File: config.mk
export PLATFORM = sky130hd
export DESIGN_NAME = clint_arbiter
export DESIGN_NICKNAME = d
export VERILOG_FILES = /design/src/rtl/clint_arbiter.sv
export SDC_FILE = /design/constraint.sdc
export NUM_CORES = 1
export LEC_CHECK = 0
export ABC_AREA = 1
export CORE_UTILIZATION = 44
export CTS_CLUSTER_SIZE = 20
export DETAILED_ROUTE_END_ITERATION = 12
export PLACE_DENSITY_LB_ADDON = 0.15
export SETUP_SLACK_MARGIN = 0.3
export SYNTH_ARGS = -nofsm -noshare
export SYNTH_HDL_FRONTEND = slang
export SYNTH_SLANG_ARGS = --single-unit
File: constraint.sdc
create_clock -name clk -period 2.5 [get_ports clk]
set_clock_uncertainty 0.2 [all_clocks]
set_input_delay 0.75 -clock clk [delete_from_list [all_inputs] [get_ports clk]]
set_output_delay 0.75 -clock clk [all_outputs]
set_load 0.005 [all_outputs]
File: src/rtl/clint_arbiter.sv
// Round-robin arbiter sharing the CLINT MMIO register port between the core LSU (port 0)
// and the debug/external bus (port 1). Each transaction runs IDLE -> ACCESS -> RESP.
module clint_arbiter #(
    parameter int REG_WIDTH = 32
) (
    input  logic                 clk,
    input  logic                 arstn,
    input  logic [1:0]           i_req,
    input  logic [1:0]           i_we,
    input  logic [1:0]           i_addr0,
    input  logic [1:0]           i_addr1,
    input  logic [REG_WIDTH-1:0] i_wdata0,
    input  logic [REG_WIDTH-1:0] i_wdata1,
    output logic [1:0]           o_ack,
    output logic                 o_err,
    output logic [REG_WIDTH-1:0] o_rdata,
    output logic                 o_clint_we,
    output logic [1:0]           o_clint_addr,
    output logic [REG_WIDTH-1:0] o_clint_wdata,
    input  logic [REG_WIDTH-1:0] i_clint_rdata
);

    typedef enum logic [1:0] {
        S_IDLE   = 2'd0,
        S_ACCESS = 2'd1,
        S_RESP   = 2'd2
    } state_t;

    localparam logic [1:0] ADDR_RSVD = 2'd3;

    state_t               r_state;
    state_t               w_next_state;
    logic                 r_ptr;
    logic                 r_id;
    logic                 r_we;
    logic [1:0]           r_addr;
    logic [REG_WIDTH-1:0] r_wdata;
    logic [REG_WIDTH-1:0] r_rdata;
    logic                 w_grant;
    logic                 w_winner;

    // Single requester wins outright; a tie goes to the pointer.
    always_comb begin
        // NOTE: every always_comb output gets a default first so no path can infer a latch.
        w_winner = r_ptr;
        case (i_req)
            2'b01:   w_winner = 1'b0;
            2'b10:   w_winner = 1'b1;
            default: w_winner = r_ptr;
        endcase
        w_grant = (r_state == S_IDLE) && (i_req != 2'b00);
    end

    always_comb begin
        w_next_state = r_state;
        case (r_state)
            S_IDLE:   if (i_req != 2'b00) w_next_state = S_ACCESS;
            S_ACCESS: w_next_state = S_RESP;
            S_RESP:   w_next_state = S_IDLE;
            default:  w_next_state = S_IDLE;
        endcase
    end

    always_ff @(posedge clk or negedge arstn) begin
        if (!arstn) begin
            // NOTE: sequential state uses non-blocking assignments only, so every flop samples pre-edge values.
            r_state <= S_IDLE;
        end else begin
            r_state <= w_next_state;
        end
    end

    // The command is latched once per grant; requester inputs are ignored until IDLE.
    always_ff @(posedge clk or negedge arstn) begin
        if (!arstn) begin
            r_ptr   <= 1'b0;
            r_id    <= 1'b0;
            r_we    <= 1'b0;
            r_addr  <= 2'd0;
            r_wdata <= '0;
        end else if (w_grant) begin
            r_ptr   <= ~w_winner;
            r_id    <= w_winner;
            r_we    <= i_we[w_winner];
            r_addr  <= w_winner ? i_addr1 : i_addr0;
            r_wdata <= w_winner ? i_wdata1 : i_wdata0;
        end
    end

    // Capture at the end of ACCESS; a write therefore returns the pre-write value.
    always_ff @(posedge clk or negedge arstn) begin
        if (!arstn) begin
            r_rdata <= '0;
        end else if (r_state == S_ACCESS) begin
            r_rdata <= (r_addr == ADDR_RSVD) ? '0 : i_clint_rdata;
        end
    end

    // Strobes decode from state and latches only, so reset kills them asynchronously.
    always_comb begin
        o_ack      = 2'b00;
        o_err      = 1'b0;
        o_clint_we = 1'b0;
        if (r_state == S_ACCESS) begin
            o_clint_we = r_we && (r_addr != ADDR_RSVD);
        end
        if (r_state == S_RESP) begin
            o_ack[r_id] = 1'b1;
            o_err       = (r_addr == ADDR_RSVD);
        end
    end

    assign o_clint_addr  = r_addr;
    assign o_clint_wdata = r_wdata;
    assign o_rdata       = r_rdata;

endmodule

Word level (Yosys, flattened, before mapping)
Cells that the tools add are included.

Register bits: 71. Input bits: 106. Output and inout bits: 70.

Bitwise logic cells: 1. Reduce and logical (&&, ||, !) cells: 5. Multiplexer cells: 13. Eq/ne operators: 7. Order comparisons: 3.

Operators by type and width (count): 32-bit 2-to-1 mux (2); 2-bit equality test, second input constant (3); 2-bit 2-to-1 mux (3); 1-bit 2-to-1 mux (5); 2-bit by 1-bit equality test with 1-bit output, second input constant (2); 1-bit by 2-bit less-than comparator with 1-bit output, second input constant (2); 2-bit one-hot mux with 2 select lines (1); 1-bit logical AND (3); 2-bit logical NOT (1); 2-bit by 1-bit inequality test with 1-bit output, second input constant (1); 2-bit inequality test, second input constant (1); 1-bit one-hot mux with 2 select lines (1); 2-bit nonzero test (1); 1-bit demux with 1-bit select (1); 1-bit >= comparator, second input constant (1); 1-bit NOT (1).

Longest topological paths before layout
Word-level depth: 5. Gate-level depth with buffers: 9. Mapped depth without buffers: 7.

Worst setup path after synthesis
Ideal clock, no wire load.

Path type: input-to-reg. Start: input i_req[0]. End: register r_wdata[9], in the netlist o_clint_wdata[9]. Slack: 0.469 ns. Buffers on the path: 1. Cell stages on the path: 7. Setup time: 0.117 ns. Data required time: 2.183 ns. Data arrival time: 1.713 ns. Cells stage by stage: inv_1 -> ha_1 -> nand2_1 -> buf_2 -> nand3_1 -> nand3_1 -> nand2_1.

Word-level cells in the longest chain between the ends: 3. Elaborated cells on any way between the ends: 6. Classes of those cells: eq/ne (2); mux (2); reduce/logical (2).

RTL lines: from (decl) (RTL line 8) `input logic [1:0] i_req,`; 2-bit equality test or 2-bit by 1-bit equality test with 1-bit output (tied branches) (RTL line 46) `case (i_req)`; 1-bit one-hot mux with 2 select lines (RTL line 46); 32-bit 2-to-1 mux (RTL line 86) `r_wdata <= w_winner ? i_wdata1 : i_wdata0;`; to (signal assigned) (RTL line 86); to (decl) (RTL line 37) `logic [REG_WIDTH-1:0] r_wdata;`.

Parallel ways exist; a longest one is shown, timed or not. A chain may end at the register's enable or synchronous reset.

Worst setup path after layout
Start: register r_wdata[15], in the netlist o_clint_wdata[15]. End: output o_clint_wdata[15].

RTL lines: to (decl) (RTL line 19) `output logic [REG_WIDTH-1:0] o_clint_wdata,`.

No word-level cell between the ends.

==> results.ini <==
[worst_setup_path]
worstSetupStartpoint = o_clint_wdata[15]
crit_chain = clkdlybuf4s50_1
rrSetupSlack_ns = 0.91
max_stage_delay_ns = 0.53
endpoint_kind = output pin
ff2ff_path_depth = 8
worstSetupPathType = reg2out
cp_data_required_time_ns = 1.55
slowest_stage = clkdlybuf4s50_1
critPathMaxFanout = 2
regToRegEndpoint = o_clint_wdata[15]
worstPathArrival_ns = 1.23
cp-start-kind = flip-flop
reg2reg_from = r_state[1]
cp_num_buf_inv = 1
cp_top_family = buffers and inverters

[timing]
tns_ns = 0
finalHoldViolCount = 0
min_period_ns = 2.18
setup_viol = 0
rsz0062_at_grt = yes
holdWs_ns = 0.0986
slew_headroom_pct = 77.7
worst_slack_ns = 0.317
period_share_pct = 87.3
fmax_mhz = 458
drv_slew = 0
tightest_slew_ns = 0.334

[synth]
synth-seq-cells = 71
synth_nets = 586
ys_seq_area_share_pct = 48.6
syn-instance-count = 477
avgSynthCellArea_um2 = 7.67
syn_area_um2 = 3660
yosysUniqueCellTypes = 17
synth_warnings = 0

[clock_network]
clk_latency_ns = 0.34
postCtsHoldBufs = 0
root_buffer = clkbuf_8
h-tree-depth = 3
clkTransAtPathRegs_ns = 0.08
cts_sinks = 71
numCtsBuffers = 9
cts_max_path_buffers = 2
cts_tree = yes

[floorplan]
dieHeight_um = 93.2
ios = 176
die_w_um = 93.2
initial_utilization_pct = 46.4
fp-row-count = 32
dieArea_um2 = 8680
core_um2 = 7890

[layout]
utilization_pct = 77.0
fin_nets = 776
finish.instance_area_um2 = 6070
final_cell_count_no_fill = 774
fillers = 563
n_antenna_cell = 0
syn2layout_area_growth_pct = 66.1
drive_gt1_share_pct = 11.0

[drt]
drtIter0Drc = 192
vias_per_cell = 5.23
wl_per_cell_um = 15.9
routed_wirelength_mm = 12.3
ant_nets = 0
vias = 4049
drtPass1Iterations = 5
drcViolationCount = 0

[min_path]
worstHoldPathType = in2async

[place]
dpl-instance-area_um2 = 5560
dp_hpwl_mm = 7.83
dp_slack_ns = -0.0622
place_inst = 742
io_buffers = 175
gp_congestion = 0.761

[pwr]
finalPower_mw = 6.45
p_leak_nw = 3.28
irDropWorstVdd_uv = 535
p_per_area_nw_per_um2 = 1060

[run_status]
outcome = complete, no violations

[global_route]
antenna_found_initial = 0
grt_pass1_wl_mm = 17.2
grt_max_degree = 37
grt-ovfl-total = 0
grt.total_usage_pct = 25.7
first_global_vias = 3630

[run]
drv_cap = 0

[area by class of cell]
class,instances,area (um^2),share of cell area [%]
Multi-Input combinational cell,294,1420,23.3
Tap cell,102,128,2.10
Sequential cell,71,1780,29.3
Clock buffer,12,165,2.72
Clock inverter,4,51.3,0.845
Inverter,79,299,4.92
Timing Repair Buffer,212,2240,36.8
[cells in the final DEF (no fill, tap or decap), drive strengths merged]
cell,n
dfrtp,71
clkinvlp,1
and3,1
clkbuf,18
nor2,5
nand3,137
buf,36
clkdlybuf4s50,154
bufinv,1
nand2,114
ha,3
inv,80
clkinv,1
dlygate4sd2,2
dlymetal6s2s,14
o21ai,34
[cell usage after synthesis, drive strengths merged]
cell	number	area share, %
nand3	137	19
nand2	114	12
inv	79	8.1
dfrtp	71	49
o21ai	34	4.7
buf	27	5.4
clkbuf	6	0.62
nor2	5	0.79
ha	3	1.0
and3	1	0.17
[metal layers]
metal  global-route usage, %  up-vias  share of wire, %
li1                        -     1893                 -
met1                    31.6     1922                39
met2                    44.4      213                51
met3                    5.20       21               7.8
met4                    10.0        0               2.1
met5                       0        -                 0
[how the worst max path moves through the flow]
stage	to	depth (start not counted)
2_1_floorplan	o_clint_wdata[9]	7
3_3_place_gp	o_clint_wdata[15]	9
3_5_place_dp	o_clint_wdata[18]	9
4_1_cts	o_err	4
5_1_grt	o_clint_wdata[15]	1
6_report	o_clint_wdata[15]	1
[sequential cells by signal (all words and copies together), names as in the netlist]
signal,count
o_clint_addr,2
o_clint_wdata,32
o_rdata,32
r_id,1
r_ptr,1
r_state,2
r_we,1
[what timing repair did]
item | 4_1_cts | 5_1_grt
resized for setup | 19 | 29
pin swaps | 1 | 4
setup endpoints to repair | 7 | 54
gates cloned | 0 | 6
buffers inserted | 5 | 5
hold endpoints to repair | 0 | 0
[kinds of logic after synthesis]
logic type / synth area share, %
simple gates: 31.6
buf+inv: 14.1
flops: 48.6
compound gates: 4.65
fa+ha+maj: 1.03
[where the power goes]
part           internal (mW)  total (mW)  switching, mW
clock network          0.545       0.985          0.440
registers               1.71        2.04          0.330
logic                   1.79        3.42           1.63
Power figures use the tool's default switching activity.
